**config.mk**
```make
export PLATFORM = sky130hd
export DESIGN_NAME = layer_pingpong_scheduler
export DESIGN_NICKNAME = d
export VERILOG_FILES = /design/src/rtl/layer_ctrl_pkg.sv /design/src/rtl/layer_bank_port_mux.sv /design/src/rtl/layer_pingpong_scheduler.sv
export SDC_FILE = /design/constraint.sdc
export NUM_CORES = 1
export LEC_CHECK = 0
export BUFFER_PORTS_ARGS = -buffer_cell sky130_fd_sc_hd__buf_2
export CAP_MARGIN = 30
export CORE_MARGIN = 1
export CORE_UTILIZATION = 37
export DETAILED_ROUTE_END_ITERATION = 16
export GPL_TIMING_DRIVEN = 0
export PLACE_DENSITY = 0.9
export SYNTH_ARGS = -nofsm -noshare
export SYNTH_HDL_FRONTEND = slang
export SYNTH_HIERARCHICAL = 1
export SYNTH_SLANG_ARGS = --single-unit
```
**constraint.sdc**
```tcl
create_clock -name clock -period 2.28 [get_ports clock]
set_input_delay 0.456 -clock clock [delete_from_list [all_inputs] [get_ports clock]]
set_output_delay 0.456 -clock clock [all_outputs]
set_load 0.05 [all_outputs]
```
**src/rtl/layer_ctrl_pkg.sv**
```systemverilog
// Shared types for the layer ping-pong scheduler: FSM encodings, bank index,
// debug snapshot struct and the saturating increment used by the stall counter.
package layer_ctrl_pkg;

  typedef enum logic [1:0] {
    P_IDLE = 2'd0,
    P_RUN  = 2'd1,
    P_DONE = 2'd2
  } prod_state_t;

  typedef enum logic [1:0] {
    C_IDLE = 2'd0,
    C_RUN  = 2'd1,
    C_DONE = 2'd2
  } cons_state_t;

  typedef logic bank_idx_t;

  localparam int STALL_WIDTH = 32;

  // Frame counters are zero-extended to 16 bits for observation.
  typedef struct packed {
    prod_state_t prod_state;
    cons_state_t cons_state;
    bank_idx_t   wr_bank;
    bank_idx_t   rd_bank;
    logic [15:0] produced;
    logic [15:0] consumed;
  } ctrl_debug_t;

  function automatic logic [STALL_WIDTH-1:0] sat_inc(input logic [STALL_WIDTH-1:0] value);
    return (value == {STALL_WIDTH{1'b1}}) ? value : value + STALL_WIDTH'(1);
  endfunction

endpackage

```
**src/rtl/layer_bank_port_mux.sv**
```systemverilog
// One feature-buffer bank's port select: producer first, then consumer, else idle zeros.
module layer_bank_port_mux #(
  parameter int ADDR_WIDTH = 11
) (
  input  logic                  producer_grant,
  input  logic                  consumer_grant,
  input  logic                  p_rden_a,
  input  logic                  p_rden_b,
  input  logic                  p_wren_a,
  input  logic                  p_wren_b,
  input  logic [ADDR_WIDTH-1:0] p_address_a,
  input  logic [ADDR_WIDTH-1:0] p_address_b,
  input  logic                  c_rden_a,
  input  logic                  c_rden_b,
  input  logic                  c_wren_a,
  input  logic                  c_wren_b,
  input  logic [ADDR_WIDTH-1:0] c_address_a,
  input  logic [ADDR_WIDTH-1:0] c_address_b,
  output logic                  rden_a,
  output logic                  rden_b,
  output logic                  wren_a,
  output logic                  wren_b,
  output logic [ADDR_WIDTH-1:0] address_a,
  output logic [ADDR_WIDTH-1:0] address_b
);

  always_comb begin
    rden_a    = 1'b0;
    rden_b    = 1'b0;
    wren_a    = 1'b0;
    wren_b    = 1'b0;
    address_a = '0;
    address_b = '0;
    if (producer_grant) begin
      rden_a    = p_rden_a;
      rden_b    = p_rden_b;
      wren_a    = p_wren_a;
      wren_b    = p_wren_b;
      address_a = p_address_a;
      address_b = p_address_b;
    end else if (consumer_grant) begin
      rden_a    = c_rden_a;
      rden_b    = c_rden_b;
      wren_a    = c_wren_a;
      wren_b    = c_wren_b;
      address_a = c_address_a;
      address_b = c_address_b;
    end
  end

endmodule

```
**src/rtl/layer_pingpong_scheduler.sv**
```systemverilog
// Ping-pong scheduler: producer fills one bank while consumer drains the other.
// Optional stall counter enabled by macro LAYER_PINGPONG_PERF_CNT_EN.
module layer_pingpong_scheduler
  import layer_ctrl_pkg::*;
#(
  parameter int ADDR_WIDTH = 11,
  parameter int NUM_FRAMES = 4
) (
  input  logic                   clock,
  input  logic                   reset,
  input  logic                   enable,
  output logic                   producer_enable,
  output logic                   consumer_enable,
  output logic                   producer_reset,
  output logic                   consumer_reset,
  input  logic                   producer_done,
  input  logic                   consumer_done,
  input  logic                   downstream_ready,
  input  logic                   p_rden_a,
  input  logic                   p_rden_b,
  input  logic                   p_wren_a,
  input  logic                   p_wren_b,
  input  logic [ADDR_WIDTH-1:0]  p_address_a,
  input  logic [ADDR_WIDTH-1:0]  p_address_b,
  input  logic                   c_rden_a,
  input  logic                   c_rden_b,
  input  logic                   c_wren_a,
  input  logic                   c_wren_b,
  input  logic [ADDR_WIDTH-1:0]  c_address_a,
  input  logic [ADDR_WIDTH-1:0]  c_address_b,
  output logic                   bank0_rden_a,
  output logic                   bank0_rden_b,
  output logic                   bank0_wren_a,
  output logic                   bank0_wren_b,
  output logic [ADDR_WIDTH-1:0]  bank0_address_a,
  output logic [ADDR_WIDTH-1:0]  bank0_address_b,
  output logic                   bank1_rden_a,
  output logic                   bank1_rden_b,
  output logic                   bank1_wren_a,
  output logic                   bank1_wren_b,
  output logic [ADDR_WIDTH-1:0]  bank1_address_a,
  output logic [ADDR_WIDTH-1:0]  bank1_address_b,
  output logic [1:0]             bank_full,
  output logic                   all_done,
  output logic [STALL_WIDTH-1:0] stall_cycles,
  output ctrl_debug_t            debug
);

  localparam int CNT_W = $clog2(NUM_FRAMES + 1);
  localparam logic [CNT_W-1:0] FRAMES = CNT_W'(NUM_FRAMES);

  prod_state_t      prod_state;
  cons_state_t      cons_state;
  bank_idx_t        wr_bank;
  bank_idx_t        rd_bank;
  logic [CNT_W-1:0] produced;
  logic [CNT_W-1:0] consumed;
  logic             producer_run_q;
  logic             consumer_run_q;
  logic [1:0]       full_next;
  logic             produce_evt;
  logic             consume_evt;

  // Handshake: a layer's done is only honoured while that layer is in RUN; a
  // consumer frame may start only in a cycle where downstream_ready is high.
  assign producer_enable = (prod_state == P_RUN);
  assign consumer_enable = (cons_state == C_RUN);
  assign producer_reset  = producer_enable & ~producer_run_q;
  assign consumer_reset  = consumer_enable & ~consumer_run_q;
  assign produce_evt     = producer_enable & producer_done;
  assign consume_evt     = consumer_enable & consumer_done;

  // Producer and consumer never own the same bank, so set and clear cannot collide.
  always_comb begin
    full_next = bank_full;
    if (produce_evt) full_next[wr_bank] = 1'b1;
    if (consume_evt) full_next[rd_bank] = 1'b0;
  end

  always_ff @(posedge clock or negedge reset) begin
    if (!reset) begin
      prod_state     <= P_IDLE;
      cons_state     <= C_IDLE;
      wr_bank        <= 1'b0;
      rd_bank        <= 1'b0;
      produced       <= '0;
      consumed       <= '0;
      bank_full      <= 2'b00;
      all_done       <= 1'b0;
      producer_run_q <= 1'b0;
      consumer_run_q <= 1'b0;
    end else begin
      producer_run_q <= producer_enable;
      consumer_run_q <= consumer_enable;
      bank_full      <= full_next;
      case (prod_state)
        P_IDLE: begin
          if (produced == FRAMES) prod_state <= P_DONE;
          else if (enable && !bank_full[wr_bank]) prod_state <= P_RUN;
        end
        P_RUN: begin
          if (producer_done) begin
            prod_state <= P_IDLE;
            wr_bank    <= ~wr_bank;
            produced   <= produced + CNT_W'(1);
          end
        end
        default: prod_state <= P_DONE;
      endcase
      case (cons_state)
        C_IDLE: begin
          if (consumed == FRAMES) begin
            cons_state <= C_DONE;
            all_done   <= 1'b1;
          end else if (enable && bank_full[rd_bank] && downstream_ready) begin
            cons_state <= C_RUN;
          end
        end
        C_RUN: begin
          if (consumer_done) begin
            cons_state <= C_IDLE;
            rd_bank    <= ~rd_bank;
            consumed   <= consumed + CNT_W'(1);
          end
        end
        default: cons_state <= C_DONE;
      endcase
    end
  end

`ifdef LAYER_PINGPONG_PERF_CNT_EN
  logic [STALL_WIDTH-1:0] stall_q;
  logic                   stall_now;

  assign stall_now = enable &&
    ((prod_state == P_IDLE && produced != FRAMES && bank_full[wr_bank]) ||
     (cons_state == C_IDLE && consumed != FRAMES &&
      (!bank_full[rd_bank] || !downstream_ready)));

  always_ff @(posedge clock or negedge reset) begin
    if (!reset) stall_q <= '0;
    else if (stall_now) stall_q <= sat_inc(stall_q);
  end

  assign stall_cycles = stall_q;
`else
  assign stall_cycles = '0;
`endif

  assign debug.prod_state = prod_state;
  assign debug.cons_state = cons_state;
  assign debug.wr_bank    = wr_bank;
  assign debug.rd_bank    = rd_bank;
  assign debug.produced   = 16'(produced);
  assign debug.consumed   = 16'(consumed);

  layer_bank_port_mux #(.ADDR_WIDTH(ADDR_WIDTH)) u_bank0_mux (
    .producer_grant (producer_enable && (wr_bank == 1'b0)),
    .consumer_grant (consumer_enable && (rd_bank == 1'b0)),
    .p_rden_a       (p_rden_a),
    .p_rden_b       (p_rden_b),
    .p_wren_a       (p_wren_a),
    .p_wren_b       (p_wren_b),
    .p_address_a    (p_address_a),
    .p_address_b    (p_address_b),
    .c_rden_a       (c_rden_a),
    .c_rden_b       (c_rden_b),
    .c_wren_a       (c_wren_a),
    .c_wren_b       (c_wren_b),
    .c_address_a    (c_address_a),
    .c_address_b    (c_address_b),
    .rden_a         (bank0_rden_a),
    .rden_b         (bank0_rden_b),
    .wren_a         (bank0_wren_a),
    .wren_b         (bank0_wren_b),
    .address_a      (bank0_address_a),
    .address_b      (bank0_address_b)
  );

  layer_bank_port_mux #(.ADDR_WIDTH(ADDR_WIDTH)) u_bank1_mux (
    .producer_grant (producer_enable && (wr_bank == 1'b1)),
    .consumer_grant (consumer_enable && (rd_bank == 1'b1)),
    .p_rden_a       (p_rden_a),
    .p_rden_b       (p_rden_b),
    .p_wren_a       (p_wren_a),
    .p_wren_b       (p_wren_b),
    .p_address_a    (p_address_a),
    .p_address_b    (p_address_b),
    .c_rden_a       (c_rden_a),
    .c_rden_b       (c_rden_b),
    .c_wren_a       (c_wren_a),
    .c_wren_b       (c_wren_b),
    .c_address_a    (c_address_a),
    .c_address_b    (c_address_b),
    .rden_a         (bank1_rden_a),
    .rden_b         (bank1_rden_b),
    .wren_a         (bank1_wren_a),
    .wren_b         (bank1_wren_b),
    .address_a      (bank1_address_a),
    .address_b      (bank1_address_b)
  );

endmodule

```
# After elaboration in Yosys (flattened, before gate mapping)
# Cells that the tools add are included.
[totals]
regBits = 17
elab_cells = 94
[classes]
magnitude_cmp = 4
eq_ne = 8
bitwise_logic = 11
n_reduce_logical = 17
n_addsub = 2
muxes = 42
[op_table]
columns = ["op", "n"]
rows = [
  ["11-bit two-way mux", 8],
  ["1-bit two-way mux", 22],
  ["2-bit two-way mux", 8],
  ["2-bit AND reduction", 5],
  ["1-bit logical AND", 9],
  ["2-bit case mux with 2 select lines", 2],
  ["3-bit by 1-bit adder with 3-bit output (second input constant)", 2],
  ["3-bit equality test (second input constant)", 2],
  ["3-bit != test (second input constant)", 2],
  ["1-bit bitwise AND", 4],
  ["2-bit by 1-bit equality test with 1-bit output (second input constant)", 2],
  ["2-bit logical NOT", 2],
  ["1-bit by 2-bit < comparator with 1-bit output (second input constant)", 2],
  ["2-bit by 1-bit != test with 1-bit output (second input constant)", 2],
  ["1-bit inverter", 4],
  ["2-bit bitwise AND", 1],
  ["1-bit demux with 1-bit select", 2],
  ["1-bit greater-or-equal comparator (second input constant)", 2],
  ["2-bit inverter", 1],
  ["2-bit OR", 1],
  ["1-bit logical NOT", 1],
]

# Depth between registers and ports, before layout
# Gate-level depths: netlist of the first run.
[logic_depth]
word_depth = 8
mapped_depth = 7
ltp_nobuf = 5

# Modules after synthesis
# Netlist of the first run, hierarchy kept.
[by_module_without_submodules]
columns = ["mod", "cells_each", "instances", "area_each_um2", "seq_area_each_um2"]
rows = [
  ["layer_pingpong_scheduler", 127, 1, 1260.0, 425.4],
  ["layer_bank_port_mux", 37, 2, 312.8, 0.0],
]

# Worst setup path before layout of the first run
# OpenSTA, ideal clock, no wires.
[synth_path]
kind = "register -> output"
from = "register prod_state[1]"
to = "output port bank1_address_a[8]"
stages_incl_launch_ff = 7
path_buffers = 2
t_arrival_ns = 2.807
path_slack_ns = -0.983
path_cell_list = "dfrtp_1 nand2b_1 inv_1 and2_1 buf_4 buf_6 o21ai_0"
[synth_via]
elab_chain_len = 3
[synth_lines]
columns = ["item", "line", "source"]
rows = [
  ["start, declared", "layer_pingpong_scheduler.sv:52", "prod_state_t prod_state;"],
  ["start signal, assigned", "layer_pingpong_scheduler.sv:82", "prod_state <= P_IDLE;"],
  ["start signal, assigned", "layer_pingpong_scheduler.sv:98", "if (produced == FRAMES) prod_state <= P_DONE;"],
  ["start signal, assigned", "layer_pingpong_scheduler.sv:99", "else if (enable && !bank_full[wr_bank]) prod_state <= P_RUN;"],
  ["2-bit by 1-bit equality test with 1-bit output", "layer_pingpong_scheduler.sv:66", "assign producer_enable = (prod_state == P_RUN);"],
  ["via producer_enable", "layer_pingpong_scheduler.sv:12", "output logic producer_enable,"],
  ["1-bit logical AND", "layer_pingpong_scheduler.sv:181", ".producer_grant (producer_enable && (wr_bank == 1'b1)),"],
  ["11-bit two-way mux", "layer_bank_port_mux.sv:34", "if (producer_grant) begin"],
  ["end, declared", "layer_pingpong_scheduler.sv:41", "output logic [ADDR_WIDTH-1:0] bank1_address_a,"],
]
# The timed path passes the listed nets, and every way through them passes these cells.

# Final worst setup path of the first run
[layout_path]
from = "register cons_state[0]"
to = "output port bank1_address_b[3]"
[layout_via]
elab_chain_len = 4
[layout_lines]
columns = ["item", "line", "source"]
rows = [
  ["start, declared", "layer_pingpong_scheduler.sv:53", "cons_state_t cons_state;"],
  ["start signal, assigned", "layer_pingpong_scheduler.sv:83", "cons_state <= C_IDLE;"],
  ["start signal, assigned", "layer_pingpong_scheduler.sv:113", "cons_state <= C_DONE;"],
  ["start signal, assigned", "layer_pingpong_scheduler.sv:116", "cons_state <= C_RUN;"],
  ["2-bit by 1-bit equality test with 1-bit output", "layer_pingpong_scheduler.sv:67", "assign consumer_enable = (cons_state == C_RUN);"],
  ["1-bit logical AND", "layer_pingpong_scheduler.sv:182", ".consumer_grant (consumer_enable && (rd_bank == 1'b1)),"],
  ["11-bit two-way mux", "layer_bank_port_mux.sv:41", "end else if (consumer_grant) begin"],
  ["11-bit two-way mux", "layer_bank_port_mux.sv:34", ""],
  ["end, declared", "layer_pingpong_scheduler.sv:42", "output logic [ADDR_WIDTH-1:0] bank1_address_b,"],
]
# No other way between the ends.

==> flow_metrics.env, run 1 <==
export IMPL_outcome="completed"
export IMPL_pwr_share_comb=0.633
export IMPL_maxCapViolations=0
export IMPL_ys_warn_count=6
export IMPL_hp_class="in2async"
export IMPL_avgSynthCellArea_um2=9.381
export IMPL_grt_use_total=0.2026
export IMPL_sequentialPowerShare=0.262
export IMPL_clock_power_share=0.104
export IMPL_ys_seq_area_frac=0.2256
export IMPL_die_y_um=73.39
export IMPL_report_final_slew_viol_count=0
export IMPL_switchingPower_uw=1167
export IMPL_finalCritPeriodShare=0.9797
export IMPL_avgRoutedWirePerCell_um=13.23
export IMPL_setup_ws_ns=0.04619
export IMPL_clk_pin_slew_ns=0.07
export IMPL_hpwlAfterDp_um=4804
export IMPL_fp_dieW_um=73.39
export IMPL_yosysTopAreaCell="buf_4"
export IMPL_n_fill_cell=365
export IMPL_drt_wl_total_um=6137
export IMPL_reg2reg_depth=4
export IMPL_swShare=0.5428
export IMPL_skew_ns=0.0008552
export IMPL_io_pins=187
export IMPL_reg2reg_from="consumed[0]"
export IMPL_fin_cells=464
export IMPL_drc=0
export IMPL_synth_top_cell_area_share=0.2468
export IMPL_grt_pass1_wl_um=8638
export IMPL_vias=2086
export IMPL_start_kind="flip-flop"
export IMPL_antenna_found_initial=0
export IMPL_grt_max_degree=18
export IMPL_ys_seq_elements=17
export IMPL_rows=25
export IMPL_initial_core_util=0.3914
export IMPL_final_hold_viol_count=0
export IMPL_leakage_uw=0.002000
export IMPL_drive_gt1_frac=0.6474
export IMPL_fp_dieArea_um2=5385
export IMPL_power_total_uw=2150
export IMPL_via_per_inst=4.496
export IMPL_syn_inst=201
export IMPL_endpoint_kind="output pin"
export IMPL_finalHoldWorstSlack_ns=0.1132
export IMPL_drtIter0Drc=28
export IMPL_ant_nets=0
export IMPL_numCtsBuffers=3
export IMPL_ys_types=28
export IMPL_worstReg2RegEnd="cons_state[0]"
export IMPL_critPathLaunch="cons_state[0]"
export IMPL_setup_worst_path_class="reg2out"
export IMPL_num_antenna_cells=0
export IMPL_cts_buffer_depth=2
export IMPL_clock_sinks=17
export IMPL_drt_pre_antenna_iters=4
export IMPL_ir_drop_mv=0.9160
export IMPL_layout_min_cycle_time_ns=2.234
export IMPL_synthTopCellsByArea="buf_4 25%, dfrtp_1 23%, a22o_1 22%, buf_6 6.0%, xnor2_1 2.8%"
export IMPL_cts_tree="done"
export IMPL_place_gp_congestion=0.7157
export IMPL_nets=460
export IMPL_clk_latency_ns=0.25
export IMPL_path_max_fanout=10
export IMPL_synthesis_area_um2=1886
export IMPL_setup_violations=0
export IMPL_endpoint="bank1_address_b[3]"
export IMPL_dpl_cell_count=453
export IMPL_syn_to_final_growth_pct=80.69
export IMPL_h_tree_depth=1
export IMPL_cts_root_buffer="clkbuf_8"
export IMPL_grt_pass1_vias=1935
export IMPL_final_cell_mix="85 x buf_4, 84 x buf_2, 58 x conb_1"
export IMPL_pwr_density_cell_nw_per_um2=630.9
export IMPL_required_ns=1.82
export IMPL_coreArea_um2=4817
export IMPL_arrival_ns=1.78
export IMPL_overflow=0
export IMPL_post_place_ws_ns=0.1214
export IMPL_fmax_ghz=0.4477
export IMPL_p_int_uw=982.9
export IMPL_numPortBuffers=128
export IMPL_final_common_cell="buf_4"
export IMPL_rrSetupSlack_ns=0.99
==> layer usage <==
layer / part of all wire / track usage
met4: 0.011 / 0.06197
met2: 0.56 / 0.3951
met1: 0.37 / 0.2259
met3: 0.059 / 0.02606
met5: 0 / 0
==> power groups by stage <==
| stage | registers, µW | clock network [µW] | logic (µW) |
|---|---|---|---|
| after floorplan | 910 | 0 | 686 |
| after global placement | 583 | 0 | 1260 |
| after detailed placement | 589 | 0 | 1280 |
| after CTS | 559 | 228 | 1350 |
| after global routing | 584 | 240 | 1430 |
| final | 564 | 224 | 1360 |
==> cells by family (layout without fill, tap and decap cells) <==
kind of cell | Yosys count | in the layout | synth area share
other cells | 1 | 58 | 0.001989
flops | 17 | 17 | 0.2256
mux | 4 | 4 | 0.02654
buf+inv | 81 | 220 | 0.3245
fa+ha+maj | 4 | 4 | 0.02654
simple gates | 27 | 27 | 0.09356
xor+xnor | 6 | 6 | 0.02787
compound gates | 61 | 61 | 0.2734
==> Yosys cell counts (all sizes together) <==
| master | number |
|---|---|
| buf | 72 |
| a22o | 48 |
| dfrtp | 17 |
| nand2 | 11 |
| inv | 9 |
| xnor2 | 6 |
| ha | 4 |
| nor2 | 4 |
| o21ai | 4 |
| nand4b | 3 |
| and2 | 2 |
| mux2 | 2 |
| mux2i | 2 |
| nand2b | 2 |
| nand3b | 2 |
| nor2b | 2 |
| o21bai | 2 |
| a211o | 1 |
| a211oi | 1 |
| a32o | 1 |
| a32oi | 1 |
| conb | 1 |
| nor4bb | 1 |
| o22a | 1 |
| o31ai | 1 |
| o32ai | 1 |
==> critical path: stages, from the launching register on <==
cell        delay, ns
dfrtp_2          0.42
nand2b_4         0.11
clkinvlp_4       0.09
and2_4           0.14
nor2b_4          0.12
buf_6            0.13
buf_12           0.14
a22o_4           0.22
buf_6            0.15
==> flip-flops by register name, summed over array words and instances (netlist names) <==
signal	flops
producer_run_q	1
all_done	1
prod_state	2
rd_bank	1
produced	3
bank_full	2
cons_state	2
wr_bank	1
consumer_run_q	1
consumed	3
==> worst min-delay path by stage <==
stage	cells after the start	end	slack (ns)	start
final	1	produced[2]	0.11	reset
after detailed placement	1	consumed[0]	0.39	reset
after global placement	1	bank_full[0]	0.39	reset
after CTS	1	bank_full[0]	0.12	reset
after global routing	1	consumed[0]	0.14	reset
after floorplan	0	all_done	0.16	reset
==> stage by stage <==
step	cell area (µm²)	util	setup TNS [ns]
2_1_floorplan	2350	-	-1.623
3_3_place_gp	3074	0.6382	0
3_5_place_dp	3074	0.6382	0
4_1_cts	3272	0.6792	0
5_1_grt	3407	0.7073	-0.2046
6_report	3407	0.7073	0
==> cell type report <==
type | instances | area, µm² | area share
clock inverters | 1 | 5.005 | 0.001469
repair buffers | 135 | 900.9 | 0.2644
well taps | 67 | 83.83 | 0.02461
multi-input cells | 160 | 1297 | 0.3808
flip-flops and latches | 17 | 430.4 | 0.1263
clock buffers | 3 | 41.29 | 0.01212
inverters | 9 | 41.29 | 0.01212
plain buffers | 72 | 606.8 | 0.1781
==> what timing repair did <==
| action | CTS | global route |
|---|---|---|
| hold buffers | 0 | 0 |
| buffers inserted | 5 | 2 |
| resized for setup | 45 | 32 |
| hold endpoints to repair | 0 | 0 |
| setup endpoints to repair | 45 | 29 |
No activity file was read; power rests on OpenSTA's default activity.
==> run 2: changes to the inputs <==
- BUFFER_PORTS_ARGS: -buffer_cell sky130_fd_sc_hd__buf_2 -> -buffer_cell sky130_fd_sc_hd__buf_4
==> run 2 against run 1 <==
Compared with the run above: sequential power grew 2%; routed wire length grew 3.6%; combinational power grew 8%; clock skew grew 0.0064 ns; hold slack lost 0.060 ns; total power grew 5.7%; via count shrank 2.9%; clock power is essentially flat; count of clock-buffer cells in the layout is the same; first-iteration DRC count grew 54%; cell count shrank 0.22%; critical path type unchanged; critical endpoint is now bank1_address_b[10]; largest power group unchanged; highest routed layer unchanged.
==> flow_metrics.env, run 2 (same netlist as run 1, synthesis figures left out) <==
export IMPL_clock_sinks=17
export IMPL_grt_pass1_wl_um=8852
export IMPL_final_core_util=0.7527
export IMPL_drt_wl_total_um=6355
export IMPL_grt_use_total=0.2088
export IMPL_die_y_um=73.39
export IMPL_fmax_ghz=0.4465
export IMPL_rrSetupSlack_ns=1.00
export IMPL_clk_pin_slew_ns=0.07
export IMPL_outcome="completed"
export IMPL_setup_worst_path_class="reg2out"
export IMPL_grt_setup_unrepaired="true"
export IMPL_avgRoutedWirePerCell_um=13.73
export IMPL_power_total_uw=2271
export IMPL_arrival_ns=1.78
export IMPL_reg2reg_depth=4
export IMPL_antenna_found_initial=0
export IMPL_largest_registers="consumed x3, produced x3"
export IMPL_cts_hold_repair_buffers=0
export IMPL_path_max_fanout=10
export IMPL_skew_ns=0.007268
export IMPL_place_gp_congestion=0.7182
export IMPL_report_final_slew_viol_count=0
export IMPL_num_antenna_cells=0
export IMPL_worstReg2RegEnd="cons_state[0]"
export IMPL_vias=2025
export IMPL_numPortBuffers=128
export IMPL_final_hold_viol_count=0
export IMPL_h_tree_depth=1
export IMPL_cts_root_buffer="clkbuf_8"
export IMPL_drtIter0Drc=43
export IMPL_pwr_density_cell_nw_per_um2=626.4
export IMPL_leakage_uw=0.002058
export IMPL_cts_tree="done"
export IMPL_numCtsBuffers=3
export IMPL_start_kind="flip-flop"
export IMPL_cts_buffer_depth=2
export IMPL_tns_ns=0
export IMPL_via_per_inst=4.374
export IMPL_finalCritPeriodShare=0.9822
export IMPL_drc=0
export IMPL_drt_pre_antenna_iters=4
export IMPL_fp_dieW_um=73.39
export IMPL_reg2reg_from="consumed[0]"
export IMPL_hpwlAfterDp_um=5156
export IMPL_hp_class="in2async"
export IMPL_grt_pass1_vias=1868
export IMPL_layout_min_cycle_time_ns=2.240
export IMPL_grt_max_degree=18
export IMPL_required_ns=1.82
export IMPL_nets=459
export IMPL_coreArea_um2=4817
export IMPL_rows=25
export IMPL_ant_nets=0
export IMPL_final_cell_mix="165 x buf_4, 58 x conb_1, 36 x buf_6"
export IMPL_setup_violations=0
export IMPL_overflow=0
export IMPL_clk_latency_ns=0.25
export IMPL_initial_core_util=0.3914
export IMPL_ir_drop_mv=0.9812
export IMPL_fp_dieArea_um2=5385
export IMPL_maxCapViolations=0
export IMPL_final_common_cell="buf_4"
export IMPL_io_pins=187
export IMPL_syn_to_final_growth_pct=92.30
export IMPL_endpoint_kind="output pin"
export IMPL_drive_gt1_frac=0.6439
[run 2: cell types whose count changed in the layout (fill, tap and decap cells not counted), sizes merged]
cell,previous run,this run
clkbuf,4,3
[run 2: routing by layer]
| metal | global-route usage | vias up | part of all wire |
|---|---|---|---|
| li1 | - | 990 | - |
| met1 | 0.2472 | 935 | 0.38 |
| met2 | 0.3971 | 87 | 0.54 |
| met3 | 0.02332 | 13 | 0.060 |
| met4 | 0.05342 | 0 | 0.023 |
| met5 | 0 | - | 0 |
[run 2: power by group]
part	internal (µW)	total, µW	leakage (µW)	switching [µW]
Combinational	537	1470	0.00183	935
Clock	121	224	0.0000255	103
Sequential	422	575	0.000201	153
Total	1080	2270	0.00206	1190
[run 2: how the worst max path moves through the flow]
stage                              from             endpoint  slack [ns]
after floorplan           cons_state[1]  bank1_address_a[10]       -0.08
after CTS                 cons_state[0]  bank1_address_b[10]       0.008
after global routing      cons_state[1]   bank0_address_a[0]       -0.02
after global placement    cons_state[0]  bank1_address_b[10]        0.18
final                     cons_state[0]  bank1_address_b[10]        0.04
after detailed placement  cons_state[0]   bank1_address_b[0]        0.18
[run 2: area by class of cell]
| cell class | instances | area, µm² |
|---|---|---|
| buffer | 72 | 603.1 |
| clock buffer | 3 | 41.29 |
| clock inverter | 1 | 5.005 |
| fill | 353 | 1191 |
| inverter | 9 | 41.29 |
| multi-input combinational | 160 | 1295 |
| sequential | 17 | 430.4 |
| tap | 67 | 83.83 |
| timing repair buffer | 134 | 1126 |
[run 2: critical path, stage by stage, from the launching register on]
cell and delay [ns]:
dfrtp_2 0.43, nand2b_4 0.10, clkinvlp_4 0.09, and2_4 0.14, nor2b_4 0.12, buf_6 0.13
buf_12 0.14, a22o_4 0.22, buf_6 0.15
[run 2: stage by stage]
| step | setup slack [ns] | hold slack (ns) | instance area (µm²) | std cells |
|---|---|---|---|---|
| 2_1_floorplan | -0.07820 | 0.1604 | 2350 | 258 |
| 3_3_place_gp | 0.1841 | 0.3310 | 3395 | 453 |
| 3_5_place_dp | 0.1784 | 0.3309 | 3395 | 453 |
| 4_1_cts | 0.008391 | 0.05459 | 3496 | 462 |
| 5_1_grt | -0.01808 | 0.06531 | 3626 | 463 |
| 6_report | 0.04049 | 0.05282 | 3626 | 463 |
[run 2: what timing repair did]
| action | CTS | global route |
|---|---|---|
| endpoints found under the setup margin | 42 | 30 |
| pin swaps | 0 | 0 |
| gates resized for setup | 5 | 32 |
| setup buffers | 5 | 1 |
| hold endpoints to repair | 0 | 0 |
==> run 3: changes to the inputs <==
--- a/config.mk
+++ b/config.mk
@@ -6,4 +6,5 @@
 export NUM_CORES = 1
 export LEC_CHECK = 0
+export ABC_CLOCK_PERIOD_IN_PS = 2280
 export BUFFER_PORTS_ARGS = -buffer_cell sky130_fd_sc_hd__buf_4
 export CAP_MARGIN = 30
@@ -13,4 +14,5 @@
 export GPL_TIMING_DRIVEN = 0
 export PLACE_DENSITY = 0.9
+export SETUP_SLACK_MARGIN = 0.5
 export SYNTH_ARGS = -nofsm -noshare
 export SYNTH_HDL_FRONTEND = slang
==> constraint.sdc (replaced) <==
create_clock -name clock -period 2.28 [get_ports clock]
set_input_delay 0.456 -clock clock [delete_from_list [all_inputs] [get_ports clock]]
set_output_delay 0.456 -clock clock [all_outputs]
set_load 0.01 [all_outputs]
==> run 3 against run 2 <==
Compared with the run above: critical path depth stayed put; critical path type unchanged; core utilization fell by 0.052 points; worst setup slack improved by 0.11 ns; hold slack gained 0.0026 ns; register-to-register slack lost 0.06 ns; sequential power hardly changed; total power shrank 26%.
==> flow_metrics.env, run 3 (same netlist as run 1, synthesis figures left out) <==
export IMPL_rrSetupSlack_ns=0.94
export IMPL_skew_ns=0.0006369
export IMPL_clock_power_share=0.133
export IMPL_multi_input_area_um2=1116
export IMPL_final_cell_mix="182 x buf_4, 58 x conb_1, 48 x a22o_1"
export IMPL_final_hold_viol_count=0
export IMPL_setup_violations=0
export IMPL_clk_latency_ns=0.25
export IMPL_reg2reg_depth=4
export IMPL_grt_pass1_wl_um=9370
export IMPL_layout_min_cycle_time_ns=2.129
export IMPL_power_total_uw=1676
export IMPL_endpoint_kind="output pin"
export IMPL_setup_worst_path_class="reg2out"
export IMPL_num_antenna_cells=0
export IMPL_grt_setup_unrepaired="true"
export IMPL_rows=25
export IMPL_fp_dieW_um=73.39
export IMPL_path_max_fanout=10
export IMPL_cts_buffer_depth=2
export IMPL_arrival_ns=1.67
export IMPL_numCtsBuffers=3
export IMPL_drtIter0Drc=57
export IMPL_vias=2124
export IMPL_clock_sinks=17
export IMPL_required_ns=1.82
export IMPL_ant_nets=0
export IMPL_fp_dieArea_um2=5385
export IMPL_seqCellArea_um2=431.7
export IMPL_pwr_density_cell_nw_per_um2=462.6
export IMPL_finalCritPeriodShare=0.9337
export IMPL_pwr_share_comb=0.522
export IMPL_syn_to_final_growth_pct=92.17
export IMPL_tns_ns=0
export IMPL_crit_slowest_cell="dfrtp_2"
export IMPL_leakage_uw=0.002049
export IMPL_hpwlAfterDp_um=4876
export IMPL_fmax_ghz=0.4697
export IMPL_dpl_cell_count=453
export IMPL_cts_root_buffer="clkbuf_8"
export IMPL_worst_path_largest_cell_delay_ns=0.43
export IMPL_numPortBuffers=128
export IMPL_overflow=0
export IMPL_coreArea_um2=4817
export IMPL_path_depth=8
export IMPL_via_per_inst=4.425
export IMPL_reg2reg_from="consumed[0]"
export IMPL_die_y_um=73.39
export IMPL_avgRoutedWirePerCell_um=13.69
export IMPL_crit_chain="nand2b_4, inv_4, and2_4, nor2b_4, buf_6, buf_8, a22o_1, buf_4"
export IMPL_final_core_util=0.7522
export IMPL_place_gp_congestion=0.7504
export IMPL_hp_class="in2async"
export IMPL_drt_pre_antenna_iters=4
export IMPL_cp_top_family="buffers and inverters"
export IMPL_cts_tree="done"
export IMPL_swShare=0.3607
export IMPL_h_tree_depth=1
export IMPL_drive_gt1_frac=0.6053
export IMPL_fin_cells=480
export IMPL_outcome="completed"
export IMPL_grt_pass1_vias=1917
export IMPL_switchingPower_uw=604.6
export IMPL_worstReg2RegEnd="cons_state[0]"
export IMPL_sequentialPowerShare=0.344
export IMPL_start_kind="flip-flop"
export IMPL_report_final_slew_viol_count=0
export IMPL_grt_max_degree=18
export IMPL_largest_registers="consumed x3, produced x3"
export IMPL_grt_use_total=0.2192
export IMPL_io_pins=187
export IMPL_final_common_cell="buf_4"
export IMPL_worst_path_buf_inv=4
export IMPL_initial_core_util=0.3914
export IMPL_clk_pin_slew_ns=0.06
export IMPL_maxCapViolations=0
export IMPL_drt_wl_total_um=6573
export IMPL_drc=0
export IMPL_nets=476
export IMPL_n_fill_cell=377
export IMPL_p_int_uw=1072
export IMPL_antenna_found_initial=0
export IMPL_ir_drop_mv=0.6239
export IMPL_cts_hold_repair_buffers=0
## run 3: cell types whose count changed in the layout (fill, tap and decap cells not counted), sizes merged
| cell | previous run | this run |
|---|---|---|
| clkbuf | 3 | 6 |
| buf | 206 | 221 |
| clkinv | 1 | 0 |
| inv | 7 | 9 |
| clkinvlp | 2 | 0 |
## run 3: cell type report
type | instances | area share
Inverter | 9 | 0.01070
Tap cell | 67 | 0.02314
Timing Repair Buffer | 151 | 0.3577
Buffer | 72 | 0.1689
Sequential cell | 17 | 0.1191
Multi-Input combinational cell | 160 | 0.3080
Clock buffer | 4 | 0.01243
## run 3: worst max-delay path by stage
stage,from,end
floorplan,cons_state[0],bank1_address_a[0]
global placement,cons_state[1],bank0_address_b[1]
detailed placement,cons_state[1],bank0_address_b[2]
CTS,cons_state[0],bank1_address_b[1]
global route,cons_state[1],bank1_address_b[1]
finish,cons_state[0],bank1_address_b[1]
## run 3: layer usage
metal,up-vias,share of wire,global-route usage,wire [µm]
met5,-,0,0,0
met4,0,0.0078,0.04274,51
met3,6,0.086,0.03841,563
met2,91,0.55,0.4290,3619
met1,993,0.36,0.2462,2339
li1,1034,-,-,-
## run 3: what timing repair did
action                                  in CTS  in global routing
pin swaps                                   15                  7
endpoints found under the setup margin      52                 52
resized for setup                           40                 10
buffers inserted                            12                  5
cloned                                       4                  2
## run 3: power groups by stage
stage	registers [µW]	clock network, µW	logic [µW]
finish	577	224	876
global route	601	233	952
CTS	571	227	866
detailed placement	596	0	785
global placement	591	0	766
floorplan	610	0	406
## run 3: stage by stage
step / hold WS (ns) / area (µm²) / setup slack (ns)
2_1_floorplan: 0.1604 / 2127 / 0.4718
3_3_place_gp: 0.3275 / 3172 / 0.2827
3_5_place_dp: 0.3326 / 3172 / 0.2942
4_1_cts: 0.06118 / 3496 / 0.1611
5_1_grt: 0.07155 / 3623 / 0.08350
6_report: 0.05543 / 3623 / 0.1511
